[config.mk]
export PLATFORM = sky130hd
export DESIGN_NAME = hdd_phy_discovery_seq_flat
export DESIGN_NICKNAME = d
export VERILOG_FILES = /design/src/rtl/hdd_phy_discovery_seq_if.sv /design/src/rtl/hdd_phy_discovery_seq.sv /design/src/flat_wrapper.sv
export SDC_FILE = /design/constraint.sdc
export NUM_CORES = 1
export LEC_CHECK = 0
export CAP_MARGIN = 15
export CORE_ASPECT_RATIO = 1.1
export CORE_MARGIN = 3
export CORE_UTILIZATION = 52
export DETAILED_ROUTE_END_ITERATION = 10
export PLACE_DENSITY = 0.76
export SLEW_MARGIN = 20
export SYNTH_ARGS = -nofsm -noshare
export SYNTH_HDL_FRONTEND = slang
export SYNTH_SLANG_ARGS = --single-unit
export TNS_END_PERCENT = 1
[constraint.sdc]
create_clock -name clk -period 2.26 [get_ports clk]
set_input_delay 0.678 -clock clk [delete_from_list [all_inputs] [get_ports clk]]
set_output_delay 0.678 -clock clk [all_outputs]
set_load 0.02 [all_outputs]
[src/rtl/hdd_phy_discovery_seq_if.sv]
// hdd_phy_discovery_seq_if: handshake and result bundle between the discovery sequencer and the ST-506 PHY probe.
interface hdd_phy_discovery_seq_if;
    logic       probe_start;
    logic       probe_done;
    logic       phy_is_differential;
    logic       signal_present;
    logic [7:0] signal_quality;
    logic       termination_ok;

    modport master (
        output probe_start,
        input  probe_done, phy_is_differential, signal_present, signal_quality, termination_ok
    );

    modport slave (
        input  probe_start,
        output probe_done, phy_is_differential, signal_present, signal_quality, termination_ok
    );
endinterface

[src/rtl/hdd_phy_discovery_seq.sv]
// hdd_phy_discovery_seq: repeated PHY probe runs with retry/timeout, majority vote SE/diff, PHY configuration.
// Optional macro HDD_PHY_TERM_CONFIRM_EN adds a termination confirmation probe after a differential decision.
module hdd_phy_discovery_seq #(
    parameter int          NUM_RUNS       = 3,
    parameter int          MAX_RETRIES    = 2,
    parameter logic [23:0] TIMEOUT_CYCLES = 24'd6_000_000,
    parameter logic [15:0] SETTLE_CYCLES  = 16'd3000
) (
    input  logic                           clk,
    input  logic                           reset_n,
    input  logic                           disc_start,
    input  logic                           disc_abort,
    output logic                           disc_busy,
    output logic                           disc_done,
    output logic [1:0]                     disc_error,
    output logic                           vote_split,
    output logic [2:0]                     runs_valid,
    output logic [7:0]                     result_quality,
    hdd_phy_discovery_seq_if.master        probe,
    output logic                           use_differential,
    output logic                           enable_termination,
    output logic                           term_warn,
    output logic [1:0]                     phy_mode
);
    typedef enum logic [3:0] {
        IDLE, SETTLE, START, WAIT_DONE, ACCUM, DECIDE, DONE, FAIL
`ifdef HDD_PHY_TERM_CONFIRM_EN
        , CONFIRM_SETTLE, CONFIRM_START, CONFIRM_WAIT
`endif
    } state_t;

    state_t      state;
    logic [23:0] timer;
    logic [7:0]  retry_cnt, retry_next, quality_min, cap_quality;
    logic [2:0]  run_idx, diff_votes;
    logic        cap_present, cap_diff;
    logic        in_wait, timed_out, choose_diff, go_fail;
    logic [1:0]  fail_err;

    // Abort, no-signal and retry exhaustion all funnel into one FAIL entry.
    always_comb begin
        in_wait = state == WAIT_DONE;
`ifdef HDD_PHY_TERM_CONFIRM_EN
        in_wait = in_wait || state == CONFIRM_WAIT;
`endif
        retry_next  = retry_cnt + 8'd1;
        timed_out   = in_wait && !probe.probe_done && timer == TIMEOUT_CYCLES - 24'd1;
        choose_diff = {diff_votes, 1'b0} > {1'b0, runs_valid};
        go_fail     = !(state inside {IDLE, DONE, FAIL}) &&
                      (disc_abort || (state == DECIDE && runs_valid == 3'd0) ||
                       (timed_out && retry_next > 8'(MAX_RETRIES)));
        fail_err    = disc_abort ? 2'b11 : (state == DECIDE ? 2'b01 : 2'b10);
    end

    // Sequencer FSM; every output is registered and set on the transition into its state.
    always_ff @(posedge clk or negedge reset_n) begin
        if (!reset_n) begin
            state              <= IDLE;
            timer              <= '0;
            retry_cnt          <= '0;
            quality_min        <= '0;
            cap_quality        <= '0;
            run_idx            <= '0;
            diff_votes         <= '0;
            cap_present        <= 1'b0;
            cap_diff           <= 1'b0;
            disc_busy          <= 1'b0;
            disc_done          <= 1'b0;
            disc_error         <= 2'b00;
            vote_split         <= 1'b0;
            runs_valid         <= '0;
            result_quality     <= '0;
            probe.probe_start  <= 1'b0;
            use_differential   <= 1'b0;
            enable_termination <= 1'b0;
`ifdef HDD_PHY_TERM_CONFIRM_EN
            term_warn          <= 1'b0;
`endif
            phy_mode           <= 2'b01;
        end else begin
            probe.probe_start <= 1'b0;
            disc_done         <= 1'b0;
            timer             <= timer + 24'd1;
            if (go_fail) begin
                state              <= FAIL;
                disc_error         <= fail_err;
                disc_done          <= 1'b1;
                disc_busy          <= 1'b0;
                phy_mode           <= 2'b01;
                use_differential   <= 1'b0;
                enable_termination <= 1'b0;
                result_quality     <= '0;
            end else begin
                case (state)
                    IDLE: if (disc_start) begin
                        run_idx            <= '0;
                        retry_cnt          <= '0;
                        runs_valid         <= '0;
                        diff_votes         <= '0;
                        vote_split         <= 1'b0;
                        quality_min        <= 8'hff;
                        phy_mode           <= 2'b00;
                        enable_termination <= 1'b0;
                        disc_busy          <= 1'b1;
                        timer              <= '0;
`ifdef HDD_PHY_TERM_CONFIRM_EN
                        term_warn          <= 1'b0;
`endif
                        state              <= SETTLE;
                    end
                    SETTLE: if (timer == {8'd0, SETTLE_CYCLES}) state <= START;
                    START: begin
                        probe.probe_start <= 1'b1;
                        timer             <= '0;
                        state             <= WAIT_DONE;
                    end
                    WAIT_DONE: if (probe.probe_done) begin
                        cap_present <= probe.signal_present;
                        cap_diff    <= probe.phy_is_differential;
                        cap_quality <= probe.signal_quality;
                        state       <= ACCUM;
                    end else if (timed_out) begin
                        retry_cnt <= retry_next;
                        timer     <= '0;
                        state     <= SETTLE;
                    end
                    ACCUM: begin
                        if (cap_present) begin
                            runs_valid  <= runs_valid + 3'd1;
                            diff_votes  <= diff_votes + {2'b00, cap_diff};
                            quality_min <= cap_quality < quality_min ? cap_quality : quality_min;
                        end
                        run_idx <= run_idx + 3'd1;
                        timer   <= '0;
                        state   <= run_idx + 3'd1 == 3'(NUM_RUNS) ? DECIDE : SETTLE;
                    end
                    DECIDE: begin
                        use_differential   <= choose_diff;
                        enable_termination <= choose_diff;
                        vote_split         <= diff_votes != 3'd0 && diff_votes != runs_valid;
                        phy_mode           <= choose_diff ? 2'b10 : 2'b01;
                        result_quality     <= quality_min;
`ifdef HDD_PHY_TERM_CONFIRM_EN
                        if (choose_diff) begin
                            timer <= '0;
                            state <= CONFIRM_SETTLE;
                        end else
`endif
                        begin
                            state      <= DONE;
                            disc_done  <= 1'b1;
                            disc_busy  <= 1'b0;
                            disc_error <= 2'b00;
                        end
                    end
`ifdef HDD_PHY_TERM_CONFIRM_EN
                    CONFIRM_SETTLE: if (timer == {8'd0, SETTLE_CYCLES}) state <= CONFIRM_START;
                    CONFIRM_START: begin
                        probe.probe_start <= 1'b1;
                        timer             <= '0;
                        state             <= CONFIRM_WAIT;
                    end
                    CONFIRM_WAIT: if (probe.probe_done) begin
                        if (!probe.termination_ok || !probe.signal_present) begin
                            enable_termination <= 1'b0;
                            term_warn          <= 1'b1;
                        end
                        state      <= DONE;
                        disc_done  <= 1'b1;
                        disc_busy  <= 1'b0;
                        disc_error <= 2'b00;
                    end else if (timed_out) begin
                        retry_cnt <= retry_next;
                        timer     <= '0;
                        state     <= CONFIRM_SETTLE;
                    end
`endif
                    default: state <= IDLE;
                endcase
            end
        end
    end

`ifndef HDD_PHY_TERM_CONFIRM_EN
    assign term_warn = 1'b0;
`endif
endmodule

[src/flat_wrapper.sv]
// flat-port wrapper written by rule: the top's interface ports become plain ports
module hdd_phy_discovery_seq_flat 
#(
    parameter int          NUM_RUNS       = 3,
    parameter int          MAX_RETRIES    = 2,
    parameter logic [23:0] TIMEOUT_CYCLES = 24'd6_000_000,
    parameter logic [15:0] SETTLE_CYCLES  = 16'd3000
)
  (clk, reset_n, disc_start, disc_abort, disc_busy, disc_done, disc_error, vote_split, runs_valid, result_quality, use_differential, enable_termination, term_warn, phy_mode, probe_probe_start, probe_probe_done, probe_phy_is_differential, probe_signal_present, probe_signal_quality, probe_termination_ok);
  hdd_phy_discovery_seq_if probe_i ();
  input  logic clk;
  input  logic reset_n;
  input  logic disc_start;
  input  logic disc_abort;
  output logic disc_busy;
  output logic disc_done;
  output logic [1:0] disc_error;
  output logic vote_split;
  output logic [2:0] runs_valid;
  output logic [7:0] result_quality;
  output logic use_differential;
  output logic enable_termination;
  output logic term_warn;
  output logic [1:0] phy_mode;
  output wire logic [$bits(probe_i.probe_start)-1:0] probe_probe_start;
  input wire logic [$bits(probe_i.probe_done)-1:0] probe_probe_done;
  input wire logic [$bits(probe_i.phy_is_differential)-1:0] probe_phy_is_differential;
  input wire logic [$bits(probe_i.signal_present)-1:0] probe_signal_present;
  input wire logic [$bits(probe_i.signal_quality)-1:0] probe_signal_quality;
  input wire logic [$bits(probe_i.termination_ok)-1:0] probe_termination_ok;
  assign probe_probe_start = probe_i.probe_start;
  assign probe_i.probe_done = probe_probe_done;
  assign probe_i.phy_is_differential = probe_phy_is_differential;
  assign probe_i.signal_present = probe_signal_present;
  assign probe_i.signal_quality = probe_signal_quality;
  assign probe_i.termination_ok = probe_termination_ok;
  hdd_phy_discovery_seq #(.NUM_RUNS(NUM_RUNS), .MAX_RETRIES(MAX_RETRIES), .TIMEOUT_CYCLES(TIMEOUT_CYCLES), .SETTLE_CYCLES(SETTLE_CYCLES)) u_core (.clk(clk), .reset_n(reset_n), .disc_start(disc_start), .disc_abort(disc_abort), .disc_busy(disc_busy), .disc_done(disc_done), .disc_error(disc_error), .vote_split(vote_split), .runs_valid(runs_valid), .result_quality(result_quality), .probe(probe_i), .use_differential(use_differential), .enable_termination(enable_termination), .term_warn(term_warn), .phy_mode(phy_mode));
endmodule
==> metrics <==
Port-buffer cells 35; total power 5653 uW; failing checks setup timing; # DRC 0; Core Util, Final 0.6930; IR drop worst, VDD approximately 0.66 mV; clock tree root driver cell clkbuf_8; MaxCap Viol Count 0; Final min period between 2 and 2.5 ns; gr ovfl total 0; Crit Path Category flip-flop to flip-flop; Avg Inst Size Synth approximately 10 um2; I/O pin total 38; Finished Layout Cells about 600; Tot GR Track Use 0.2204; worst slew pin tran about 0.7 ns; part of the Yosys area used for sequential elements 0.4826; Post-Route WL between 9000 and 10000 um; DR iter-0 viols 147; worst setup slack after layout -0.1115 ns; Tcrit/Tclk final 1.049; Syn Std Cell Area a little over 0.004 mm2; Worst setup EP type flip-flop; WP data arrival between 2 and 3 ns; diodes inserted 0; CP cell instances buf_6 -> and3b_1 -> nand4_1 -> or4_4 -> a22oi_4 -> a21oi_4 -> buf_12 -> mux2_2; Worst-Skew Late Latency about 0.35 ns; setup violators final between 40 and 50; initial antenna violation count 0; leak pwr between 0.002 and 0.0025 uW; # hold bufs at CTS 0; Clock Sinks 79; final clock skew about 0.014 ns; worst hold path type input pin to async pin; Worst path max stage delay roughly 0.58 ns; Power Dens Cells approximately 1100 mW/mm2; FF+latch count, synth 79; cell count after placement 585; layout cells sized above 1 0.2164; Critical Path RT ~2.5 ns; dominant synthesized flop cell dfrtp_1; Core Region between 0.007 and 0.008 mm2; Max Fclk about 420 MHz; via count approximately 3300; vias in the first global route approximately 3400; number of library cell types mapped by synthesis 59; CTS Buffer Depth 2; Die H 99.12 um; drt first pass iters 4; die footprint 0.008985 mm2; clock slew at reported path FFs roughly 0.080 ns; HPWL reported at the end of detailed placement about 6700 um; CTS tree yes; drt wl/cell roughly 15 um; Area Overhead vs Synth 27.75%; Worst setup SP type flip-flop; Final Hold Viols 0; routed vias/inst 5.392; effective utilization at floorplan 0.5425; largest net degree at the start of global routing 50; H-tree Lvls 3; Crit Path Max Fanout 13; CTS buffer count 9; Yosys warning count 0; commonest non-fill, non-tap cells in the layout 78 x dfrtp_1, 51 x nor2_1, 49 x nand2_1; antenna viol nets, final 0; most common cell after layout, fill and taps aside dfrtp_1; number of synthesized flops with an enable pin 0; die width 90.65 um; RSZ-0062 raised after global routing true; crit path max-delay cell type or4_4; ys async rst share 1.000; routability-driven placement congestion ratio 0.7738; row cnt 33; Layout Nets 530; status complete, but fails checks; Max-slew headroom 0.5198; Final Max Slew Viols 0; Post-Syn Nets 445; global-route wire length before repair around 16000 um; Post-Synthesis Cells slightly above 400
registers in the layout (all words and copies together) (netlist names):
signal                    count
u_core.disc_error             2
u_core.cap_present            1
u_core.state                  3
u_core.cap_quality            8
u_core.diff_votes             3
u_core.cap_diff               1
u_core.timer                 24
u_core.phy_mode               2
u_core.result_quality         8
u_core.retry_cnt              8
u_core.run_idx                3
u_core.quality_min            8
u_core.use_differential       1
u_core.disc_done              1
u_core.probe.probe_start      1
u_core.disc_busy              1
u_core.runs_valid             3
u_core.vote_split             1
layout make-up:
| cell class | instances | area (um2) |
|---|---|---|
| clock inverters | 5 | 58.81 |
| inverters | 19 | 71.32 |
| fillers | 586 | 2320 |
| multi-input cells | 298 | 2056 |
| repair buffers | 88 | 803.3 |
| well taps | 105 | 131.4 |
| clock buffers | 10 | 137.6 |
| flip-flops and latches | 79 | 1978 |
per-stage QoR:
stage / hold WS (ns) / cell area (um2) / setup TNS, ns / setup WS, ns
after detailed placement: 0.4931 / 4923 / -41.79 / -0.6716
after floorplan: 0.3824 / 4115 / -3.872 / -0.1541
after CTS: 0.2631 / 5189 / -4.626 / -0.1245
after global placement: 0.4922 / 4923 / -41.21 / -0.6536
after global routing: 0.2772 / 5236 / -9.086 / -0.2148
final: 0.2562 / 5236 / -3.927 / -0.1115
worst max-delay path, delay by kind of cell, from the launching register on:
| family | cells | cell delay (ns) |
|---|---|---|
| AOI/OAI and AO/OA | 2 | 0.36 |
| DFF | 1 | 0.40 |
| buffers and inverters | 2 | 0.32 |
| muxes | 1 | 0.26 |
| and+or+nand+nor | 3 | 0.90 |
routing by layer:
layer / global-route usage / vias up / wire length (um)
met1: 0.2890 / 1586 / 4100
met5: 0 / - / 0
li1: - / 1585 / -
met2: 0.3668 / 61 / 4665
met4: 0.09423 / 0 / 235
met3: 0.03328 / 25 / 278
worst paths after layout:
path                                                     endpoint  slack (ns)  cells after the start                     startpoint
worst max register to register  u_core.cap_quality[7]$_DFFE_PN0P_       -0.11                      8    u_core.state[2]$_DFFE_PN0P_
worst min-delay path              u_core.retry_cnt[3]$_DFFE_PN0P_        0.26                      1                        reset_n
max in group asynchronous              u_core.timer[17]$_DFF_PN0_        1.39                      2                        reset_n
worst min register to register      u_core.run_idx[2]$_DFFE_PN0P_        0.53                      1  u_core.run_idx[2]$_DFFE_PN0P_
worst max-delay path            u_core.cap_quality[7]$_DFFE_PN0P_       -0.11                      8    u_core.state[2]$_DFFE_PN0P_
min in group clk                    u_core.run_idx[2]$_DFFE_PN0P_        0.53                      1  u_core.run_idx[2]$_DFFE_PN0P_
cell usage after synthesis (5+ instances only):
| cell | count | area share |
|---|---|---|
| inv_1 | 19 | 0.017 |
| a21oi_1 | 19 | 0.023 |
| xor2_1 | 16 | 0.034 |
| nand2_1 | 49 | 0.045 |
| ha_1 | 19 | 0.058 |
| nor2_1 | 52 | 0.048 |
| dfrtp_1 | 78 | 0.48 |
| o22a_1 | 8 | 0.017 |
| nor4_1 | 6 | 0.0092 |
| o211ai_1 | 5 | 0.0092 |
| nand3_1 | 9 | 0.011 |
| and2_1 | 7 | 0.011 |
| o21ai_0 | 18 | 0.022 |
| mux2_2 | 15 | 0.041 |
| nand2b_1 | 6 | 0.0092 |
| clkbuf_1 | 9 | 0.0082 |
| xnor2_1 | 12 | 0.026 |
| nand4_1 | 5 | 0.0076 |
where the power goes:
| part | leakage [uW] | internal, uW | switching, uW |
|---|---|---|---|
| registers | 0.00102 | 1780 | 259 |
| clock network | 0.0000944 | 534 | 515 |
| logic | 0.00131 | 1200 | 1370 |
kinds of logic (layout without fill, tap and decap cells):
group                    Yosys count  after routing  synth area share
AND/OR/NAND/NOR                  158            158            0.1838
flip-flops                        79             79            0.4826
AO/OA/AOI/OAI                     75             75            0.1358
buffers and inverters             33            122           0.03296
XOR/XNOR                          28             28           0.05983
adder cells (fa/ha/maj)           19             19           0.05800
multiplexers                      17             17           0.04609
other                              1              1         0.0009149
timing repair:
item | 4_1_cts | 5_1_grt
pin swaps | 22 | 6
endpoints found under the setup margin | 72 | 72
buffers inserted | 4 | 0
resized for setup | 15 | 11
(Power assumes the default switching activity.)
